## src/rtl/cpu_pkg.sv

```systemverilog
// Shared CPU definitions: default bus widths, special instruction encodings
// and the fetch-stage state encoding.
package cpu_pkg;

    localparam int ADDR_W = 32;
    localparam int DATA_W = 32;

    localparam logic [31:0] HALT_WORD = 32'h0000_0000;
    localparam logic [31:0] NOP       = 32'h1000_0000;

    typedef logic [1:0] fetchState_t;

    localparam fetchState_t ST_RUN    = 2'd0;
    localparam fetchState_t ST_DRAIN  = 2'd1;
    localparam fetchState_t ST_HALTED = 2'd2;

endpackage

```

## src/rtl/fetch_unit_if.sv

```systemverilog
// Fetch-stage bus bundle: instruction-memory read port, executor redirect
// input and the instruction valid/ready handshake towards the executor.
interface fetch_unit_if #(
    parameter int ADDR_W = 32,
    parameter int DATA_W = 32
);

    logic              imem_en;
    logic [ADDR_W-1:0] imem_addr;
    logic [DATA_W-1:0] imem_inst;
    logic              redirect_valid;
    logic [ADDR_W-1:0] redirect_pc;
    logic              inst_valid;
    logic              inst_ready;
    logic [DATA_W-1:0] inst_out;
    logic [ADDR_W-1:0] inst_pc;
    logic              halted;

    modport master (
        output imem_en, imem_addr, inst_valid, inst_out, inst_pc, halted,
        input  imem_inst, redirect_valid, redirect_pc, inst_ready
    );

    modport slave (
        input  imem_en, imem_addr, inst_valid, inst_out, inst_pc, halted,
        output imem_inst, redirect_valid, redirect_pc, inst_ready
    );

endinterface

```

## src/rtl/fetch_queue.sv

```systemverilog
// Small synchronous FIFO holding fetched {pc, inst} pairs. No bypass path:
// a pushed entry becomes visible at the head on the following cycle.
// Flush empties the queue and wins over a same-cycle push.
module fetch_queue #(
    parameter int WIDTH = 64,
    parameter int DEPTH = 2
) (
    input  logic                   clk,
    input  logic                   rst,
    input  logic                   push_i,
    input  logic [WIDTH-1:0]       pushData_i,
    input  logic                   pop_i,
    input  logic                   flush_i,
    output logic [WIDTH-1:0]       headData_o,
    output logic [$clog2(DEPTH):0] count_o,
    output logic                   empty_o
);

    localparam int PW = $clog2(DEPTH);
    localparam int CW = PW + 1;

    logic [WIDTH-1:0] mem_q [DEPTH];
    logic [PW-1:0]    rdPtr_q, rdPtr_d;
    logic [PW-1:0]    wrPtr_q, wrPtr_d;
    logic [CW-1:0]    count_q, count_d;
    logic             doPop;
    logic             doPush;
    logic             full;

    assign empty_o    = (count_q == '0);
    assign full       = (count_q == CW'(DEPTH));
    assign count_o    = count_q;
    assign headData_o = mem_q[rdPtr_q];

    assign doPop  = pop_i && !empty_o;
    assign doPush = push_i && !flush_i && (!full || doPop);

    // Next pointer and occupancy values; flush simply returns to empty.
    always_comb begin
        rdPtr_d = rdPtr_q;
        wrPtr_d = wrPtr_q;
        count_d = count_q;
        if (flush_i) begin
            rdPtr_d = '0;
            wrPtr_d = '0;
            count_d = '0;
        end else begin
            if (doPop) begin
                rdPtr_d = rdPtr_q + PW'(1);
            end
            if (doPush) begin
                wrPtr_d = wrPtr_q + PW'(1);
            end
            count_d = count_q + CW'(doPush) - CW'(doPop);
        end
    end

    // Pointer and count registers.
    always_ff @(posedge clk) begin
        if (rst) begin
            rdPtr_q <= '0;
            wrPtr_q <= '0;
            count_q <= '0;
        end else begin
            rdPtr_q <= rdPtr_d;
            wrPtr_q <= wrPtr_d;
            count_q <= count_d;
        end
    end

    // Entry storage; contents are only meaningful below count, so no reset.
    always_ff @(posedge clk) begin
        if (doPush) begin
            mem_q[wrPtr_q] <= pushData_i;
        end
    end

endmodule

```

## src/rtl/fetch_unit.sv

```systemverilog
// Instruction-fetch stage: owns the fetch PC, issues one-cycle-latency reads
// to instruction memory, buffers returned words and hands them to the
// executor. Redirects bump an epoch bit so stale in-flight reads are dropped.
module fetch_unit #(
    parameter int                ADDR_W    = cpu_pkg::ADDR_W,
    parameter int                DATA_W    = cpu_pkg::DATA_W,
    parameter int                DEPTH     = 2,
    parameter logic [ADDR_W-1:0] RESET_PC  = '0,
    parameter logic [ADDR_W-1:0] PC_STEP   = ADDR_W'(1),
    parameter logic [DATA_W-1:0] HALT_WORD = DATA_W'(cpu_pkg::HALT_WORD)
) (
    input  logic         clk,
    input  logic         rst,
    fetch_unit_if.master bus
);

    import cpu_pkg::*;

    localparam int CW = $clog2(DEPTH) + 1;

    fetchState_t                state_q, state_d;
    logic [ADDR_W-1:0]          fetchPc_q, fetchPc_d;
    logic                       epoch_q, epoch_d;
    logic                       inflight_q;
    logic                       tagEpoch_q;
    logic [ADDR_W-1:0]          tagPc_q;

    logic [CW-1:0]              count;
    logic                       qEmpty;
    logic [ADDR_W+DATA_W-1:0]   headData;
    logic                       redirect;
    logic                       deq;
    logic                       respValid;
    logic                       respHalt;
    logic                       issue;
    logic [CW:0]                occupancy;

    assign redirect  = bus.redirect_valid && (state_q != ST_HALTED);
    assign respValid = inflight_q && (tagEpoch_q == epoch_q);
    assign respHalt  = respValid && (bus.imem_inst == HALT_WORD);

    assign bus.inst_valid = !rst && !qEmpty && (state_q != ST_HALTED);
    assign bus.inst_out   = headData[DATA_W-1:0];
    assign bus.inst_pc    = headData[ADDR_W+DATA_W-1:DATA_W];
    assign bus.halted     = !rst && (state_q == ST_HALTED);
    assign deq            = bus.inst_valid && bus.inst_ready;

    // Queued plus in-flight words, counting a head that leaves this cycle as gone.
    assign occupancy = (CW+1)'(count) + (CW+1)'(inflight_q) - (CW+1)'(deq);

    assign issue = !rst && (state_q == ST_RUN) && !bus.redirect_valid && !respHalt
                   && (occupancy < (CW+1)'(DEPTH));

    assign bus.imem_en   = issue;
    assign bus.imem_addr = fetchPc_q;

    // Next fetch PC, epoch and run/drain/halted state.
    always_comb begin
        fetchPc_d = fetchPc_q;
        epoch_d   = epoch_q;
        state_d   = state_q;
        if (redirect) begin
            fetchPc_d = bus.redirect_pc;
            epoch_d   = ~epoch_q;
            state_d   = ST_RUN;
        end else begin
            if (issue) begin
                fetchPc_d = fetchPc_q + PC_STEP;
            end
            case (state_q)
                ST_RUN: begin
                    if (respHalt) begin
                        state_d = ST_DRAIN;
                    end
                end
                ST_DRAIN: begin
                    if (deq && (bus.inst_out == HALT_WORD)) begin
                        state_d = ST_HALTED;
                    end
                end
                default: begin
                    state_d = state_q;
                end
            endcase
        end
    end

    // Architectural fetch state plus the tag travelling with an outstanding read.
    always_ff @(posedge clk) begin
        if (rst) begin
            state_q    <= ST_RUN;
            fetchPc_q  <= RESET_PC;
            epoch_q    <= 1'b0;
            inflight_q <= 1'b0;
            tagEpoch_q <= 1'b0;
            tagPc_q    <= '0;
        end else begin
            state_q    <= state_d;
            fetchPc_q  <= fetchPc_d;
            epoch_q    <= epoch_d;
            inflight_q <= issue;
            if (issue) begin
                tagEpoch_q <= epoch_q;
                tagPc_q    <= fetchPc_q;
            end
        end
    end

    fetch_queue #(
        .WIDTH (ADDR_W + DATA_W),
        .DEPTH (DEPTH)
    ) uQueue (
        .clk        (clk),
        .rst        (rst),
        .push_i     (respValid),
        .pushData_i ({tagPc_q, bus.imem_inst}),
        .pop_i      (deq),
        .flush_i    (redirect),
        .headData_o (headData),
        .count_o    (count),
        .empty_o    (qEmpty)
    );

endmodule
```

## src/flat_wrapper.sv

```systemverilog
// flat-port wrapper written by rule: the top's interface ports become plain ports
module fetch_unit_flat import cpu_pkg::*;
#(
    parameter int                ADDR_W    = cpu_pkg::ADDR_W,
    parameter int                DATA_W    = cpu_pkg::DATA_W,
    parameter int                DEPTH     = 2,
    parameter logic [ADDR_W-1:0] RESET_PC  = '0,
    parameter logic [ADDR_W-1:0] PC_STEP   = ADDR_W'(1),
    parameter logic [DATA_W-1:0] HALT_WORD = DATA_W'(cpu_pkg::HALT_WORD)
)
  (clk, rst, bus_imem_en, bus_imem_addr, bus_inst_valid, bus_inst_out, bus_inst_pc, bus_halted, bus_imem_inst, bus_redirect_valid, bus_redirect_pc, bus_inst_ready);
  fetch_unit_if #(.ADDR_W(ADDR_W), .DATA_W(DATA_W)) bus_i ();
  input  logic clk;
  input  logic rst;
  output wire logic [$bits(bus_i.imem_en)-1:0] bus_imem_en;
  output wire logic [$bits(bus_i.imem_addr)-1:0] bus_imem_addr;
  output wire logic [$bits(bus_i.inst_valid)-1:0] bus_inst_valid;
  output wire logic [$bits(bus_i.inst_out)-1:0] bus_inst_out;
  output wire logic [$bits(bus_i.inst_pc)-1:0] bus_inst_pc;
  output wire logic [$bits(bus_i.halted)-1:0] bus_halted;
  input wire logic [$bits(bus_i.imem_inst)-1:0] bus_imem_inst;
  input wire logic [$bits(bus_i.redirect_valid)-1:0] bus_redirect_valid;
  input wire logic [$bits(bus_i.redirect_pc)-1:0] bus_redirect_pc;
  input wire logic [$bits(bus_i.inst_ready)-1:0] bus_inst_ready;
  assign bus_imem_en = bus_i.imem_en;
  assign bus_imem_addr = bus_i.imem_addr;
  assign bus_inst_valid = bus_i.inst_valid;
  assign bus_inst_out = bus_i.inst_out;
  assign bus_inst_pc = bus_i.inst_pc;
  assign bus_halted = bus_i.halted;
  assign bus_i.imem_inst = bus_imem_inst;
  assign bus_i.redirect_valid = bus_redirect_valid;
  assign bus_i.redirect_pc = bus_redirect_pc;
  assign bus_i.inst_ready = bus_inst_ready;
  fetch_unit #(.ADDR_W(ADDR_W), .DATA_W(DATA_W), .DEPTH(DEPTH), .RESET_PC(RESET_PC), .PC_STEP(PC_STEP), .HALT_WORD(HALT_WORD)) u_core (.clk(clk), .rst(rst), .bus(bus_i));
endmodule
```

## config.mk

```make
export PLATFORM = sky130hd
export DESIGN_NAME = fetch_unit_flat
export DESIGN_NICKNAME = d
export VERILOG_FILES = /design/src/rtl/cpu_pkg.sv /design/src/rtl/fetch_unit_if.sv /design/src/rtl/fetch_queue.sv /design/src/rtl/fetch_unit.sv /design/src/flat_wrapper.sv
export SDC_FILE = /design/constraint.sdc
export NUM_CORES = 1
export LEC_CHECK = 0
export BUFFER_PORTS_ARGS = -buffer_cell sky130_fd_sc_hd__buf_2
export CAP_MARGIN = 20
export CELL_PAD_IN_SITES_DETAIL_PLACEMENT = 1
export CELL_PAD_IN_SITES_GLOBAL_PLACEMENT = 2
export CORE_MARGIN = 2
export CORE_UTILIZATION = 36
export CTS_CLUSTER_SIZE = 28
export DETAILED_ROUTE_END_ITERATION = 7
export HOLD_SLACK_MARGIN = 0.1
export PLACE_DENSITY = 0.79
export RECOVER_POWER = 25
export SLEW_MARGIN = 10
export SYNTH_ARGS = -nofsm -noshare
export SYNTH_HDL_FRONTEND = slang
export SYNTH_HIERARCHICAL = 1
export SYNTH_SLANG_ARGS = --single-unit
export TNS_END_PERCENT = 10
```

## constraint.sdc

```tcl
create_clock -name clk -period 5 [get_ports clk]
set_input_delay 0.75 -clock clk [delete_from_list [all_inputs] [get_ports clk]]
set_output_delay 0.75 -clock clk [all_outputs]
set_load 0.02 [all_outputs]
```

After elaboration in Yosys (flattened, before gate mapping):

Memories as Yosys holds them, arrays and structs flattened. A register that Yosys moved wholly into a read port is not among the register bits.
Cells that the tools add are included.

* register bits: 73
* bits in writable memories: 128
* input bits: 68
* output and inout port bits: 99
* logic and storage cells: 65
* memories: 1

* add/subtract/negate cells: 7
* magnitude comparators: 1
* equality and inequality tests: 7
* multiplexer cells: 9
* bitwise logic cells: 1
* reductions and logical operators: 30

Memory list
* u_core.uQueue.mem_q: words 2, width 64, read ports 1, clocked after Yosys merged registers in 1, write ports 1, RTL line fetch_queue.sv:22 `logic [WIDTH-1:0] mem_q [DEPTH];`

Operators with widths (number)
* zero test 32 bit: 2
* 2-to-1 mux 32 bit: 2
* adder 32 x 1 -> 32 bit, second input constant: 1
* logical AND 1 bit: 15
* zero test 1 bit: 6
* == test 2 bit, second input constant: 2
* zero test 2 bit: 2
* 2-to-1 mux 1 bit: 4
* 2-to-1 mux 2 bit: 2
* != test 2 x 1 -> 1 bit, second input constant: 2
* case mux 2 bit (2 select lines): 1
* nonzero test 2 bit: 2
* adder 2 x 1 -> 3 bit: 1
* less-than comparator 3 x 2 -> 1 bit, second input constant: 1
* AND reduction 3 bit: 1
* subtractor 3 x 1 -> 3 bit: 1
* adder 1 bit, second input constant: 2
* adder 2 x 1 -> 2 bit: 1
* == test 2 x 1 -> 1 bit, second input constant: 1
* != test 2 bit, second input constant: 1
* OR reduction 2 bit: 1
* subtractor 2 x 1 -> 2 bit: 1
* == test 1 bit: 1
* logical OR 1 bit: 1
* inverter 1 bit: 1

Longest topological paths before layout:

Gate-level depths: netlist of the first run.

* depth after elaboration: 10
* mapped depth: 14
* mapped depth without buffers: 12

Modules after synthesis:

Netlist of the first run, hierarchy kept.

Modules (own cells, without submodules)
* fetch_queue: instances 1, cells an instance 232, area an instance 4868.4 µm², seq. area each 3943.8 µm²
* fetch_unit: instances 1, cells an instance 434, area an instance 3348.2 µm², seq. area each 1381.3 µm²

Worst setup path after synthesis of the first run:

Ideal clock, no wire load.

* kind: input to output
* start point: in rst
* end point: out bus_imem_en
* arrival time: 3.863 ns
* data required time: 4.250 ns
* setup slack: 0.387 ns
* stages on the path: 12
* cells stage by stage: clkbuf_1 -> nor3b_1 -> and2_1 -> ha_1 -> nand2b_1 -> fa_1 -> xnor2_1 -> and4_1 -> nand2b_1 -> inv_1 -> clkbuf_1 -> clkbuf_1

* longest elaborated chain between the ends: 7

RTL lines
* start: declaration: RTL line flat_wrapper.sv:14 `input logic rst;`
* zero test 1 bit: RTL line fetch_unit.sv:42 `assign bus.inst_valid = !rst && !qEmpty && (state_q != ST_HALTED);`
* logical AND 1 bit (2 in series): RTL line fetch_unit.sv:42
* named net bus_inst_valid: RTL line flat_wrapper.sv:17 `output wire logic [$bits(bus_i.inst_valid)-1:0] bus_inst_valid;`
* logical AND 1 bit: RTL line fetch_unit.sv:46 `assign deq = bus.inst_valid && bus.inst_ready;`
* named net u_core.deq: RTL line fetch_unit.sv:32 `logic deq;`
* subtractor 3 x 1 -> 3 bit: RTL line fetch_unit.sv:49 `assign occupancy = (CW+1)'(count) + (CW+1)'(inflight_q) - (CW+1)'(deq);`
* less-than comparator 3 x 2 -> 1 bit: RTL line fetch_unit.sv:52 `&& (occupancy < (CW+1)'(DEPTH));`
* logical AND 1 bit: RTL line fetch_unit.sv:52
* end: declaration: RTL line flat_wrapper.sv:15 `output wire logic [$bits(bus_i.imem_en)-1:0] bus_imem_en;`

The timed path passes the listed nets, and every way through them passes these cells.

Worst setup path in the final report of the first run:

* start point: reg u_core.uQueue.count_q[1] (netlist: u_core/uQueue/count_o[1])
* end point: out bus_imem_en

* longest elaborated chain between the ends: 8

RTL lines
* start: declaration: RTL line fetch_queue.sv:25 `logic [CW-1:0] count_q, count_d;`
* start signal: assignment: RTL line fetch_queue.sv:67 `count_q <= count_d;`
* zero test 2 bit: RTL line fetch_queue.sv:30 `assign empty_o = (count_q == '0);`
* named net u_core.qEmpty: RTL line fetch_unit.sv:29 `logic qEmpty;`
* zero test 1 bit: RTL line fetch_unit.sv:42
* logical AND 1 bit (2 in series): RTL line fetch_unit.sv:42
* logical AND 1 bit: RTL line fetch_unit.sv:46
* named net u_core.deq: RTL line fetch_unit.sv:32
* subtractor 3 x 1 -> 3 bit: RTL line fetch_unit.sv:49
* less-than comparator 3 x 2 -> 1 bit: RTL line fetch_unit.sv:52
* logical AND 1 bit: RTL line fetch_unit.sv:52

The timed path passes the listed nets, and every way through them passes these cells.

==> impl_metrics.py, run 1 <==
metrics = {
    "synth": {
        "synth_cell_types": 52,
        "synth_area_um2": 8220,
        "yosysSeqAreaShare": 0.648,
        "synthTopCellsByCount": "edfxtp_1 (128), nand2_1 (83), dfxtp_1 (74)",
        "dominantRegCellSynth": "edfxtp_1",
        "synthArstFlopShare": 0,
        "ys_ff_latch": 202,
        "synth_top_area_frac": 0.468,
        "synth.most_common_cell": "edfxtp_1",
        "postSynthCellCount": 666,
        "syn_nets": 738,
        "syn_avg_cell_area_um2": 12.3,
        "synth_area_leader_cell": "edfxtp_1",
        "yosysWarnings": 6,
        "synth_area_leaders": "edfxtp_1 (47%), dfxtp_1 (18%), mux2_1 (8.2%), nand2_1 (3.8%), a21oi_1 (2.6%)",
        "synth_edf_count": 128,
    },
    "clock_tree": {
        "cts_resized": 0,
        "cts_buffers": 22,
        "cts_tree": "done",
        "cts.clk_slew.worst_paths_ns": 0.06,
        "clk_path_buf_depth": 3,
        "clock_latency_ns": 0.51,
        "postCtsSetupBuffers": 0,
        "hold_buffers": 0,
        "cts_max_level": 1,
        "cts.sinks": 202,
        "cts_root_buf": "clkbuf_16",
    },
    "finish": {
        "area_delta_synth_final_pct": 22.5,
        "finalNetCount": 904,
        "num_antenna_cells": 0,
        "drive_above_1_share": 0.236,
        "fin_area_um2": 10100,
    },
    "setup_path": {
        "cp-end-kind": "output port",
        "critical_path_class": "register to output port",
        "arrival_ns": 3.54,
        "crit_fanout": 7,
        "start_kind": "register",
        "critPathLaunch": "u_core/uQueue/count_o[1]$_SDFF_PP0_",
        "required_ns": 4.25,
        "rr_startpoint": "u_core/uQueue/count_o[1]$_SDFF_PP0_",
    },
    "placement": {
        "numPortBuffers": 166,
        "gp_congestion": 0.779,
        "post-dp-hpwl_mm": 15.5,
        "postPlaceCellArea_um2": 9350,
    },
    "global_routing": {
        "grt_pass1_wl_mm": 34.6,
        "grt_start_max_net_pins": 72,
        "grt_use_total": 0.184,
        "overflow": 0,
        "first_global_vias": 6134,
        "antenna_found_initial": 0,
    },
    "timing": {
        "skew_ns": 0.0224,
        "setup_violations": 0,
        "relSlewSlack": 0.377,
        "finalHoldViolCount": 0,
        "worst_pin_slew_ns": 0.935,
        "fin_crit_sh": 0.858,
        "fmax_mhz": 233,
        "period_needed_ns": 4.29,
        "rsz0062_at_grt": "false",
        "finalSetupTns_ns": 0,
        "finalMaxSlewViolations": 0,
    },
    "floorplanning": {
        "die-area_um2": 24000,
        "io_pins": 167,
        "die_h_um": 155,
        "coreArea_um2": 22500,
        "die_x_um": 155,
        "rows": 55,
        "start_util": 0.365,
    },
    "detailed_routing": {
        "drt-total-wl_mm": 22.3,
        "drc": 0,
        "vias": 5846,
        "post_drt_wl_per_cell_um": 19.6,
        "via_per_inst": 5.16,
        "ant_nets": 0,
        "drt_pass1_iterations": 4,
        "first_iter_violations": 288,
    },
    "min_path": {
        "hold_start": "u_core/tagPc_q[4]$_SDFFE_PP0P_",
        "hold_class": "register to register",
    },
    "outcome": {
        "status": "finished clean",
    },
    "run": {
        "cap_viol_max_count": 0,
    },
    "power_and_ir_drop": {
        "ir_drop_mv": 0.154,
        "power_mw": 3.72,
        "p_per_area_nw_per_um2": 370,
        "p_leak_nw": 3.65,
    },
}
[critical path: stages, from the launching register on]
cell and delay [ns]:
dfxtp_1 0.55, nor2_1 0.10, nor3b_1 0.33, and2_1 0.30, ha_1 0.27, nand2b_1 0.16
fa_1 0.38, xnor2_1 0.25, and4_1 0.33, nand2b_1 0.10, inv_1 0.10, buf_2 0.17
[power breakdown]
part | total [mW] | internal (mW) | switching [mW] | leakage, nW
Combinational | 0.234 | 0.0814 | 0.153 | 1.46
Clock | 1.63 | 0.982 | 0.646 | 0.352
Sequential | 1.86 | 1.81 | 0.0456 | 1.84
Total | 3.72 | 2.88 | 0.845 | 3.65
[placed cells by master, fill, tap and decap left out, drive strengths merged, types with 4 or more instances in the layout]
master / synthesis / layout
a211oi: 17 / 17
o21ai: 7 / 7
inv: 14 / 14
xnor2: 21 / 21
nand2: 83 / 83
clkbuf: 24 / 58
nand3: 10 / 10
buf: 11 / 152
nor4: 34 / 34
nor3: 16 / 16
or3: 5 / 5
a21oi: 43 / 43
nand2b: 4 / 4
mux2i: 4 / 4
and3: 4 / 4
nand4: 11 / 11
edfxtp: 128 / 128
or2: 5 / 5
mux2: 65 / 65
dfxtp: 74 / 74
o22ai: 4 / 4
nor2: 47 / 47
clkinv: 1 / 5
[flip-flops by register name, indices dropped and copies added (netlist names), named ones only]
signal and cells:
u_core/uQueue/rdPtr_q 1, u_core/state_q 2, u_core/tagEpoch_q 1, u_core/uQueue/count_o 2, u_core/tagPc_q 32, u_core/inflight_q 1
u_core/bus.imem_addr 32, u_core/epoch_q 1, u_core/uQueue/wrPtr_q 1, u_core/uQueue/mem_q 128
[worst paths after layout]
check	slack, ns	cells after the start	end
min reg2reg	0.45	0	u_core/uQueue/mem_q[1][36]$_DFFE_PP_
max reg2reg	1.21	11	u_core/bus.imem_addr[23]$_SDFFE_PP0P_
max	0.71	11	bus_imem_en
min	0.45	0	u_core/uQueue/mem_q[1][36]$_DFFE_PP_
[cell type report]
| type | count | area, um^2 |
|---|---|---|
| timing repair buffer | 177 | 895 |
| inverter | 15 | 56.3 |
| tap | 285 | 357 |
| fill | 2443 | 12400 |
| clock buffer | 33 | 633 |
| multi-input combinational | 414 | 2700 |
| clock inverter | 7 | 97.6 |
| sequential | 202 | 5330 |
[routing by layer]
layer,wire (um),vias up,GRT usage
met4,435,0,0.0489
met5,0,-,0
li1,-,2783,-
met3,1320,32,0.0267
met1,9730,2853,0.245
met2,10800,178,0.315
[metrics by stage]
| step | util | instances | worst slack (ns) | hold WS (ns) |
|---|---|---|---|---|
| global route | 0.447 | 1133 | 0.515 | 0.434 |
| CTS | 0.448 | 1132 | 0.684 | 0.415 |
| finish | 0.447 | 1133 | 0.710 | 0.448 |
| floorplan | - | 666 | 0.387 | 0.425 |
| global placement | 0.415 | 1092 | 1.14 | 0.433 |
| detailed placement | 0.415 | 1092 | 0.991 | 0.441 |
[logic make-up (layout without fill, tap and decap cells)]
group | count (synthesis) | count (layout) | synth area share
simple gates | 232 | 232 | 0.138
flops | 202 | 202 | 0.648
compound gates | 86 | 86 | 0.0649
mux | 69 | 69 | 0.0940
buf+inv | 50 | 232 | 0.0241
xor+xnor | 23 | 23 | 0.0245
fa+ha+maj | 4 | 4 | 0.00701
Note: power is estimated with default switching activity, not from simulation.
==> run 2, diff against run 1 <==
--- a/config.mk
+++ b/config.mk
@@ -11,6 +11,7 @@
 export CELL_PAD_IN_SITES_GLOBAL_PLACEMENT = 2
 export CORE_MARGIN = 2
 export CORE_UTILIZATION = 36
+export CTS_BUF_LIST = sky130_fd_sc_hd__clkbuf_4 sky130_fd_sc_hd__clkbuf_8 sky130_fd_sc_hd__clkbuf_16
 export CTS_CLUSTER_SIZE = 28
 export DETAILED_ROUTE_END_ITERATION = 7
 export HOLD_SLACK_MARGIN = 0.1
==> run 2 against run 1 <==
Compared with the run above: routed wire length is essentially flat; sequential share of layout area shrank 0.16 points; critical endpoint unchanged; utilization up 0.13 points; clock power up 2%.
==> impl_metrics.py, run 2 (synthesized netlist as in run 1, its figures left out) <==
metrics = {
    "global_routing": {
        "grt_pass1_wl_mm": 34.6,
        "overflow": 0,
        "grt_use_total": 0.184,
        "grt_start_max_net_pins": 72,
        "first_global_vias": 6134,
        "antenna_found_initial": 0,
    },
    "setup_path": {
        "ff2ff_setup_slack_ns": 1.21,
        "critPathLaunch": "u_core/uQueue/count_o[1]$_SDFF_PP0_",
        "critical_path_class": "register to output port",
        "r2r_cells": 11,
        "rr_startpoint": "u_core/uQueue/count_o[1]$_SDFF_PP0_",
        "cp-end-kind": "output port",
        "crit_fanout": 7,
        "arrival_ns": 3.54,
        "required_ns": 4.25,
        "critPathCapture": "bus_imem_en",
        "r2r_end": "u_core/bus.imem_addr[23]$_SDFFE_PP0P_",
        "start_kind": "register",
    },
    "detailed_routing": {
        "post_drt_wl_per_cell_um": 19.6,
        "first_iter_violations": 327,
        "via_per_inst": 5.14,
        "ant_nets": 0,
        "drt-total-wl_mm": 22.2,
        "vias": 5827,
        "drc": 0,
        "drt_pass1_iterations": 5,
    },
    "clock_tree": {
        "cts_root_buf": "clkbuf_16",
        "cts.sinks": 202,
        "clk_path_buf_depth": 3,
        "cts.clk_slew.worst_paths_ns": 0.06,
        "hold_buffers": 0,
        "cts_tree": "done",
        "clock_latency_ns": 0.52,
        "cts_resized": 0,
        "postCtsSetupBuffers": 0,
        "cts_max_level": 1,
        "cts_buffers": 22,
    },
    "timing": {
        "finalSetupTns_ns": 0,
        "fin_crit_sh": 0.858,
        "skew_ns": 0.0241,
        "fmax_mhz": 233,
        "rsz0062_at_grt": "false",
        "timing.final.ws_setup_ns": 0.712,
        "finalHoldViolCount": 0,
        "worst_pin_slew_ns": 0.909,
        "relSlewSlack": 0.394,
        "setup_violations": 0,
        "period_needed_ns": 4.29,
        "finalMaxSlewViolations": 0,
    },
    "finish": {
        "nFillCells": 2440,
        "drive_above_1_share": 0.245,
        "regMostFlops": "u_core/uQueue/mem_q",
        "fin_area_um2": 10100,
        "finalNetCount": 904,
        "num_antenna_cells": 0,
        "mostFrequentLayoutCell": "buf_2",
        "largest_register_ff_count": 128,
        "mostFrequentLayoutCells": "buf_2 (141), edfxtp_1 (128), nand2_1 (83)",
        "area_delta_synth_final_pct": 22.9,
    },
    "floorplanning": {
        "rows": 55,
        "io_pins": 167,
        "die_x_um": 155,
        "coreArea_um2": 22500,
        "start_util": 0.365,
        "die_h_um": 155,
        "die-area_um2": 24000,
    },
    "power_and_ir_drop": {
        "ir_drop_mv": 0.154,
        "p_leak_nw": 3.68,
        "p_per_area_nw_per_um2": 373,
        "power_mw": 3.76,
    },
    "placement": {
        "postPlaceCellArea_um2": 9350,
        "post-dp-hpwl_mm": 15.5,
        "gp_congestion": 0.779,
        "dp_slack_ns": 0.991,
        "numPortBuffers": 166,
    },
    "run": {
        "cap_viol_max_count": 0,
    },
    "outcome": {
        "status": "finished clean",
    },
    "min_path": {
        "hold_class": "input port to register",
    },
}
run 2: metrics by stage:
step,std cells,hold WS (ns),util
global placement,1092,0.433,0.415
detailed placement,1092,0.441,0.415
CTS,1132,0.415,0.449
floorplan,666,0.425,-
finish,1133,0.445,0.449
global route,1133,0.433,0.449
run 2: area by class of cell:
class | count | area (um^2) | share of cell area
Clock buffer | 33 | 663 | 0.0657
Clock inverter | 7 | 97.6 | 0.00967
Inverter | 15 | 56.3 | 0.00558
Multi-Input combinational cell | 414 | 2700 | 0.268
Sequential cell | 202 | 5330 | 0.528
Tap cell | 285 | 357 | 0.0353
Timing Repair Buffer | 177 | 895 | 0.0886
run 2: worst min-delay path by stage:
| stage | start | endpoint | slack (ns) | depth (start not counted) |
|---|---|---|---|---|
| after floorplan | u_core/tagPc_q[0]$_SDFFE_PP0P_ | u_core/uQueue/mem_q[0][32]$_DFFE_PP_ | 0.43 | 0 |
| after global placement | u_core/tagPc_q[23]$_SDFFE_PP0P_ | u_core/uQueue/mem_q[0][55]$_DFFE_PP_ | 0.43 | 0 |
| final | bus_redirect_pc[18] | u_core/bus.imem_addr[18]$_SDFFE_PP0P_ | 0.44 | 2 |
| after detailed placement | u_core/tagPc_q[23]$_SDFFE_PP0P_ | u_core/uQueue/mem_q[1][55]$_DFFE_PP_ | 0.44 | 0 |
| after CTS | bus_imem_inst[30] | u_core/uQueue/mem_q[1][30]$_DFFE_PP_ | 0.41 | 1 |
| after global routing | bus_redirect_pc[18] | u_core/bus.imem_addr[18]$_SDFFE_PP0P_ | 0.43 | 2 |
run 2: critical path, cell delays in order, from the launching register on:
cell and delay [ns]:
dfxtp_1 0.55, nor2_1 0.10, nor3b_1 0.33, and2_1 0.30, ha_1 0.27, nand2b_1 0.16, fa_1 0.38, xnor2_1 0.24
and4_1 0.33, nand2b_1 0.10, inv_1 0.10, buf_2 0.17
run 2: where the power goes:
part           switching, mW  leakage (nW)  total (mW)  internal [mW]
clock                  0.645         0.379        1.67           1.03
combinational          0.153          1.46       0.234         0.0814
sequential            0.0456          1.84        1.86           1.81
run 2: per-layer routing:
| layer | GRT usage | part of all wire | vias to the layer above |
|---|---|---|---|
| li1 | - | - | 2785 |
| met1 | 0.245 | 0.44 | 2850 |
| met2 | 0.316 | 0.49 | 162 |
| met3 | 0.0267 | 0.058 | 30 |
| met4 | 0.0463 | 0.018 | 0 |
| met5 | 0 | 0 | - |
